$ cat config.mk
export PLATFORM = sky130hd
export DESIGN_NAME = hazard_ctrl
export DESIGN_NICKNAME = d
export VERILOG_FILES = /design/src/rtl/hazard_ctrl.sv
export SDC_FILE = /design/constraint.sdc
export NUM_CORES = 1
export LEC_CHECK = 0
export BUFFER_PORTS_ARGS = -buffer_cell sky130_fd_sc_hd__clkbuf_2
export CAP_MARGIN = 25
export CELL_PAD_IN_SITES_DETAIL_PLACEMENT = 0
export CELL_PAD_IN_SITES_GLOBAL_PLACEMENT = 1
export CORE_ASPECT_RATIO = 2
export CORE_MARGIN = 2
export CORE_UTILIZATION = 29
export CTS_CLUSTER_DIAMETER = 100
export DETAILED_ROUTE_END_ITERATION = 10
export GPL_TIMING_DRIVEN = 0
export PLACE_DENSITY_LB_ADDON = 0.1
export SYNTH_ARGS = -nofsm -noshare
export SYNTH_HDL_FRONTEND = slang
export SYNTH_SLANG_ARGS = --single-unit
$ cat constraint.sdc
create_clock -name clk -period 2.5 [get_ports clk]
set_clock_uncertainty 0.2 [all_clocks]
set_input_delay 0.125 -clock clk [delete_from_list [all_inputs] [get_ports clk]]
set_output_delay 0.125 -clock clk [all_outputs]
set_load 0.01 [all_outputs]
$ cat src/rtl/hazard_ctrl.sv
// rtl/hazard_ctrl.sv - pipeline hazard controller: multi-cycle hold, redirect flush, RAW/load-use stall, forwarding select
//
// Optional feature: define HAZARD_FWD_EN to enable EX operand forwarding
// (only load-use then stalls); undefined, forwarding is off and every RAW
// hazard against EX or MEM stalls.
//
// Ports:
//   clk, rst                      clock, synchronous active-high reset
//   id_valid, id_rs1, id_rs2      ID-stage instruction and its sources
//   ex_rs1, ex_rs2                EX-stage sources (forwarding compare)
//   ex_rd/mem_rd/wb_rd            destination register per stage
//   ex_reg_w/mem_reg_w/wb_reg_w   stage writes its rd
//   ex_mem2reg                    EX instruction is a load
//   ex_redirect                   taken branch/jump resolved in EX
//   ex_mc_start, mc_done          multi-cycle op in EX / its result ready
//   stall_if/stall_id/stall_ex    hold PC, IF/ID, ID/EX
//   flush_id/bubble_ex/bubble_mem zero IF/ID, ID/EX, EX/MEM
//   fwd_a, fwd_b                  operand source: 00 regfile, 01 MEM, 10 WB
//   stall_cnt                     saturating count of stall_if cycles
module hazard_ctrl (
    input  logic        clk,
    input  logic        rst,
    input  logic        id_valid,
    input  logic [4:0]  id_rs1,
    input  logic [4:0]  id_rs2,
    input  logic [4:0]  ex_rs1,
    input  logic [4:0]  ex_rs2,
    input  logic [4:0]  ex_rd,
    input  logic [4:0]  mem_rd,
    input  logic [4:0]  wb_rd,
    input  logic        ex_reg_w,
    input  logic        mem_reg_w,
    input  logic        wb_reg_w,
    input  logic        ex_mem2reg,
    input  logic        ex_redirect,
    input  logic        ex_mc_start,
    input  logic        mc_done,
    output logic        stall_if,
    output logic        stall_id,
    output logic        stall_ex,
    output logic        flush_id,
    output logic        bubble_ex,
    output logic        bubble_mem,
    output logic [1:0]  fwd_a,
    output logic [1:0]  fwd_b,
    output logic [15:0] stall_cnt
);

    typedef enum logic {
        ST_RUN     = 1'b0,
        ST_MC_BUSY = 1'b1
    } state_e;

    state_e      state_q, state_d;
    logic [15:0] stall_cnt_q, stall_cnt_d;

    // x0 is hard-wired zero, so a zero rd never creates a dependency.
    logic ex_hit;
    logic load_use;
    logic raw_stall;
    logic mc_hold;
    logic [1:0] fwd_a_sel, fwd_b_sel;

    assign ex_hit   = id_valid && ex_reg_w && (ex_rd != 5'd0) &&
                      ((ex_rd == id_rs1) || (ex_rd == id_rs2));
    assign load_use = ex_hit && ex_mem2reg;

`ifdef HAZARD_FWD_EN
    // MEM holds the younger value, so it wins over WB.
    assign fwd_a_sel = (mem_reg_w && (mem_rd != 5'd0) && (mem_rd == ex_rs1)) ? 2'b01 :
                       (wb_reg_w  && (wb_rd  != 5'd0) && (wb_rd  == ex_rs1)) ? 2'b10 : 2'b00;
    assign fwd_b_sel = (mem_reg_w && (mem_rd != 5'd0) && (mem_rd == ex_rs2)) ? 2'b01 :
                       (wb_reg_w  && (wb_rd  != 5'd0) && (wb_rd  == ex_rs2)) ? 2'b10 : 2'b00;
    // With bypass paths only a load result is too late for the next op.
    assign raw_stall = load_use;
`else
    logic mem_hit;
    logic unused_fwd_inputs;

    assign mem_hit   = id_valid && mem_reg_w && (mem_rd != 5'd0) &&
                       ((mem_rd == id_rs1) || (mem_rd == id_rs2));
    assign raw_stall = ex_hit || mem_hit;
    assign fwd_a_sel = 2'b00;
    assign fwd_b_sel = 2'b00;
    // WB needs no action: the register file writes through to ID reads.
    assign unused_fwd_inputs = ^{ex_rs1, ex_rs2, wb_rd, wb_reg_w, load_use};
`endif

    // A multi-cycle op holds the pipe until the cycle its result is ready.
    assign mc_hold = !mc_done && ((state_q == ST_MC_BUSY) || ex_mc_start);

    always_ff @(posedge clk) begin
        if (rst) begin
            state_q     <= ST_RUN;
            stall_cnt_q <= 16'd0;
        end else begin
            state_q     <= state_d;
            stall_cnt_q <= stall_cnt_d;
        end
    end

    always_comb begin
        state_d = state_q;
        case (state_q)
            ST_RUN:     if (ex_mc_start && !mc_done) state_d = ST_MC_BUSY;
            ST_MC_BUSY: if (mc_done)                 state_d = ST_RUN;
        endcase
    end

    always_comb begin
        stall_if   = 1'b0;
        stall_id   = 1'b0;
        stall_ex   = 1'b0;
        flush_id   = 1'b0;
        bubble_ex  = 1'b0;
        bubble_mem = 1'b0;
        fwd_a      = 2'b00;
        fwd_b      = 2'b00;
        if (!rst) begin
            fwd_a = fwd_a_sel;
            fwd_b = fwd_b_sel;
            if (mc_hold) begin
                stall_if   = 1'b1;
                stall_id   = 1'b1;
                stall_ex   = 1'b1;
                bubble_mem = 1'b1;
            end else if (state_q == ST_RUN) begin
                // Redirect squashes the ID instruction, so its hazard is moot.
                if (ex_redirect) begin
                    flush_id  = 1'b1;
                    bubble_ex = 1'b1;
                end else if (raw_stall) begin
                    stall_if  = 1'b1;
                    stall_id  = 1'b1;
                    bubble_ex = 1'b1;
                end
            end
        end
    end

    assign stall_cnt_d = (stall_if && (stall_cnt_q != 16'hFFFF)) ? stall_cnt_q + 16'd1
                                                                 : stall_cnt_q;
    assign stall_cnt   = stall_cnt_q;

endmodule

==> out/metrics.csv, run 1 <==
stage;metric;value;unit
setup_path;cp-end-kind;flop;
setup_path;cp.depth;7;
grt;grt_pass1_wl;5990;microns
routing;drcViolationCount;0;
setup_path;crit_path_max_fanout;10;
clock_network;insertion_delay;0.26;ns
yosys;synth_seq_area_share;28.7;%
grt;grt-ovfl-total;0;
setup_path;cp_top_family;simple AND/OR/NAND/NOR gates;
setup_path;crit_chain;and3_1 > and3_1 > nand2_1 > nor3_2 > clkbuf_2 > o311ai_0 > o41ai_1;
finish;n_fill_cell;439;
floorplanning;fp.coreArea;3880;sq um
clock_network;cts_buffers;3;
yosys;ys_ff_latch;17;
worst_hold_path;hold_class;in2reg;
floorplanning;num_rows;32;
finish;final-seq-area;340;sq um
yosys;netlist_area;1190;sq um
finish;nets;253;
routing;wl_met1;1320;microns
yosys;yosysUniqueCellTypes;34;
clock_network;htree_levels;1;
status;status;finished clean;
timing;drv_slew;0;
yosys;synthCells;149;
power_and_ir_drop;p_leak;0.000663;uW
timing;max_slew_margin;65.9;%
yosys;synth_flop_cell;dfxtp_1;
timing;tns;0;ns
setup_path;setup.worst_path.start_class;flop;
setup_path;rr_endpoint;stall_cnt[6]$_SDFFE_PP0P_;
floorplanning;die-area;4650;sq um
placed_design;place_inst;251;
yosys;synth_top_area_share;28.7;%
floorplanning;die_y;94.4;microns
setup_path;worst-path-buf-inv;1;
routing;first_pass_iters;4;
setup_path;criticalPathCategory;reg2reg;
floorplanning;fp.dieW;49.2;microns
placed_design;hpwl;3030;microns
finish;fin_util;40.5;%
finish;diodes;0;
worst_hold_path;whs_path_depth;2;
clock_network;post-cts-setup-buffer-count;0;
job;drv_cap;0;
yosys;async_flop_share;0;%
setup_path;slowest_delay;0.43;ns
routing;vias_per_cell;5.15;
routing;wl_met3;159;microns
setup_path;crit_required;2.45;ns
finish;final_common_cell;clkbuf_2;
yosys;yosysWarnings;0;
setup_path;cp-startpoint;stall_cnt[8]$_SDFFE_PP0P_;
grt;grt.total_usage;16.6;%
setup_path;cp-endpoint;stall_cnt[6]$_SDFFE_PP0P_;
power_and_ir_drop;peakVddDrop;0.350;mV
yosys;ys_top_cells_by_area;dfxtp_1 (29%), xor2_1 (15%), nand3_1 (5.1%), or4_1 (4.4%), a21oi_1 (4.2%);
floorplanning;start_util;30.5;%
grt;grt_max_degree;11;
yosys;avgSynthCellArea;7.96;sq um
setup_path;ff2ff_setup_slack;0.28;ns
clock_network;clk_pin_slew;0.06;ns
timing;setup_viol;0;
routing;route.vias.total;1323;
finish;layout_common_cells;clkbuf_2 (49), xor2_1 (20), dfxtp_1 (17);
grt;antenna_found_initial;0;
setup_path;cp_common_cell;and3_1;
setup_path;worstRegToRegCells;7;
finish;syn_to_final_growth;32.6;%
power_and_ir_drop;p_per_area;385;nW/um^2
setup_path;r2r_start;stall_cnt[8]$_SDFFE_PP0P_;
timing;worst_slew_pin_slew;0.510;ns
clock_network;cts_buffer_depth;2;
setup_path;critPathArrivalTime;2.17;ns
yosys;yosysTopAreaCell;dfxtp_1;
routing;wl_per_cell;14.5;microns
routing;drt_first_iter_violations;19;
finish;multi_input_area;778;sq um
placed_design;gp_congestion;0.808;
timing;rsz0062_at_grt;false;
finish;drive_above_1_share;31.1;%
clock_network;clockRootBuffer;clkbuf_8;
timing;fmax;451;MHz
routing;maxUsedRoutingLayer;met4;
finish;final_cells;257;
floorplanning;pin_count;71;
grt;grt_pass1_vias;1344;
routing;routed_wl;3720;microns
clock_network;cts.sink_count;17;
placed_design;port_buffers;48;
routing;met2_length;2200;microns
clock_network;cts_tree;yes;
setup_path;crit_path_top_delay_cell;dfxtp_1;
routing;drtAntennaViolNets;0;
timing;period_minus_slack;2.22;ns
yosys;synth_edf_count;0;
timing;finalCritPeriodShare;88.8;%
timing;hold_viol_final;0;
==> logic make-up after synthesis <==
logic type                 after synthesis  synth area share [%]
and+or+nand+nor                         57                  26.1
AOI/OAI and AO/OA                       38                  22.0
xor gates and xnor gates                20                  14.8
DFF                                     17                  28.7
buffers and inverters                   15                  7.07
adders and majority gates                1                  1.05
other                                    1                 0.316
==> area by class of cell <==
cell class                      instances  share of cell area [%]
Timing Repair Buffer                   50                    16.5
Multi-Input combinational cell        120                    49.5
Clock buffer                            4                    2.86
Tap cell                               51                    4.06
Buffer                                 12                    4.53
Sequential cell                        17                    21.6
Inverter                                3                   0.875
==> timing repair <==
action,CTS,global route
resized for setup,1,2
hold buffers,2,0
hold endpoints to repair,1,0
setup endpoints to repair,8,8
gates cloned,0,0
==> cells in the mapped netlist (2+ instances only) <==
cell and number:
a21oi_1 10, a22oi_1 2, a41oi_1 3, and3_1 5, buf_2 2, buf_4 6
clkbuf_1 3, dfxtp_1 17, inv_1 2, nand2_1 7, nand3_1 12, nor2_1 8
nor3_1 9, o211ai_1 2, o21ai_0 7, o311ai_0 3, o31ai_1 4, o41ai_1 2
or3_1 5, or4_1 7, xor2_1 20
==> worst min path at each step <==
stage | from | to | slack [ns]
5_1_grt | rst | stall_cnt[10]$_SDFFE_PP0P_ | 0.08
3_3_place_gp | mc_done | state_q$_SDFF_PP0_ | 0.13
2_1_floorplan | mc_done | state_q$_SDFF_PP0_ | 0.002
3_5_place_dp | mc_done | state_q$_SDFF_PP0_ | 0.13
4_1_cts | rst | stall_cnt[10]$_SDFFE_PP0P_ | 0.04
6_report | rst | stall_cnt[10]$_SDFFE_PP0P_ | 0.04
==> registers in the layout, indices dropped and copies added, names as in the netlist <==
name,flops
stall_cnt,16
state_q,1
==> per-layer routing <==
| metal | track usage (%) | vias up |
|---|---|---|
| li1 | - | 662 |
| met1 | 15.1 | 620 |
| met2 | 34.3 | 37 |
| met3 | 2.22 | 4 |
| met4 | 7.62 | 0 |
| met5 | 0 | - |
==> metrics by stage <==
step           power, uW  setup slack, ns  hold WS (ns)  area (sq um)
2_1_floorplan        344            0.472       0.00179          1200
4_1_cts              612            0.135        0.0448          1570
3_3_place_gp         398          -0.0468         0.126          1500
6_report             606            0.280        0.0385          1570
5_1_grt              635            0.102        0.0847          1570
3_5_place_dp         399          -0.0271         0.130          1500
==> power breakdown <==
part | internal [uW] | leakage, uW | switching (uW)
logic | 52.4 | 0.000503 | 67.1
clock network | 113 | 0.0000228 | 98.3
registers | 273 | 0.000137 | 1.99
(Power assumes the default switching activity.)
==> run 2, diff against run 1 <==
MAX_ROUTING_LAYER = met4   (was default)
==> run 2 against run 1 <==
  * Setup slack better by 0.00079 ns
  * Die area stayed put
  * Routed wire length grew 0.83%
  * Critical endpoint unchanged
  * Largest cell class unchanged
  * Largest power group unchanged
==> out/metrics.csv, run 2 (synthesized netlist as in run 1, its figures left out) <==
stage;metric;value;unit
job;drv_cap;0;
timing;fin_ws;0.281;ns
routing;drtAntennaViolNets;0;
finish;final_cells;257;
setup_path;cp_top_family;simple AND/OR/NAND/NOR gates;
timing;period_minus_slack;2.22;ns
timing;fmax;451;MHz
clock_network;insertion_delay;0.26;ns
routing;drt_first_iter_violations;33;
timing;fin_hold_ws;0.0375;ns
clock_network;cts.sink_count;17;
setup_path;slowest_delay;0.43;ns
setup_path;crit_required;2.46;ns
grt;grt_max_degree;11;
timing;setup_viol;0;
floorplanning;fp.dieW;49.2;microns
finish;largest_reg_flops;16;
timing;max_slew_margin;64.9;%
floorplanning;num_rows;32;
setup_path;cp-end-kind;flop;
routing;drcViolationCount;0;
power_and_ir_drop;p_per_area;386;nW/um^2
floorplanning;fp.coreArea;3880;sq um
routing;routed_wl;3750;microns
setup_path;worst-path-buf-inv;1;
routing;vias_per_cell;5.22;
placed_design;place_inst;251;
routing;wl_per_cell;14.6;microns
floorplanning;pin_count;71;
finish;layout_common_cells;clkbuf_2 (49), xor2_1 (20), dfxtp_1 (17);
status;status;finished clean;
grt;antenna_found_initial;0;
floorplanning;die-area;4650;sq um
placed_design;hpwl;3030;microns
timing;drv_slew;0;
clock_network;clockRootBuffer;clkbuf_8;
timing;worst_slew_pin_slew;0.526;ns
timing;rsz0062_at_grt;false;
setup_path;crit_path_top_delay_cell;dfxtp_1;
power_and_ir_drop;peakVddDrop;0.349;mV
timing;tns;0;ns
floorplanning;die_y;94.4;microns
grt;grt-ovfl-total;0;
clock_network;htree_levels;1;
power_and_ir_drop;p_leak;0.000663;uW
worst_hold_path;hold_class;in2reg;
timing;finalCritPeriodShare;88.8;%
clock_network;cts_tree;yes;
finish;syn_to_final_growth;32.6;%
setup_path;setup.worst_path.start_class;flop;
grt;grt_pass1_vias;1348;
finish;final_common_cell;clkbuf_2;
timing;hold_viol_final;0;
placed_design;gp_congestion;0.819;
clock_network;cts_buffer_depth;2;
placed_design;port_buffers;48;
floorplanning;start_util;30.5;%
clock_network;clk_pin_slew;0.06;ns
finish;diodes;0;
routing;first_pass_iters;4;
finish;nets;253;
setup_path;crit_chain;and3_1 > and3_1 > nand2_1 > nor3_2 > clkbuf_2 > o311ai_0 > o41ai_1;
clock_network;post-cts-setup-buffer-count;0;
grt;grt.total_usage;17.2;%
setup_path;critPathArrivalTime;2.18;ns
finish;drive_above_1_share;31.1;%
clock_network;cts_buffers;3;
grt;grt_pass1_wl;6000;microns
setup_path;cp_common_cell;and3_1;
placed_design;place_ws;-0.0271;ns
routing;route.vias.total;1342;
setup_path;criticalPathCategory;reg2reg;
setup_path;crit_path_max_fanout;10;
-- run 2: cell counts in the layout (fill, tap and decap cells not counted) --
No cell type changed its count.
-- run 2: metrics by stage --
stage          area, sq um  utilization, %  power (uW)
6_report              1570            40.5         607
3_5_place_dp          1500            38.7         399
3_3_place_gp          1500            38.7         398
4_1_cts               1570            40.5         612
5_1_grt               1570            40.5         637
2_1_floorplan         1200               -         344
-- run 2: routing by layer --
layer  track usage, %  vias up  share of wire (%)
met4             7.62        0                1.6
met5                -        -                  0
met2             34.5       49                 58
met3             2.69        5                5.1
met1             15.0      627                 35
li1                 -      661                  -
-- run 2: what timing repair did --
item / CTS / global route
cloned: 0 / 0
hold endpoints to repair: 1 / 0
endpoints found under the setup margin: 8 / 8
resized for setup: 1 / 2
hold buffers: 2 / 0
-- run 2: power breakdown --
group	switching [uW]	leakage (uW)	internal (uW)	total, uW
Sequential	2.01	0.000137	273	275
Clock	98.8	0.0000228	113	212
Combinational	67.1	0.000503	52.4	120
Total	168	0.000663	439	607
-- run 2: final cells by class --
cell class,instances,area [sq um]
Multi-Input combinational cell,120,778
Clock buffer,4,45.0
Timing Repair Buffer,50,260
Sequential cell,17,340
Inverter,3,13.8
Fill cell,439,2310
Tap cell,51,63.8
Buffer,12,71.3
-- run 2: worst paths after layout --
path	start	to	slack (ns)	cells after the start
hold / removal	rst	stall_cnt[10]$_SDFFE_PP0P_	0.04	2
setup / recovery	stall_cnt[8]$_SDFFE_PP0P_	stall_cnt[6]$_SDFFE_PP0P_	0.28	7
setup reg to reg	stall_cnt[8]$_SDFFE_PP0P_	stall_cnt[6]$_SDFFE_PP0P_	0.28	7
hold reg to reg	stall_cnt[7]$_SDFFE_PP0P_	stall_cnt[7]$_SDFFE_PP0P_	0.31	2
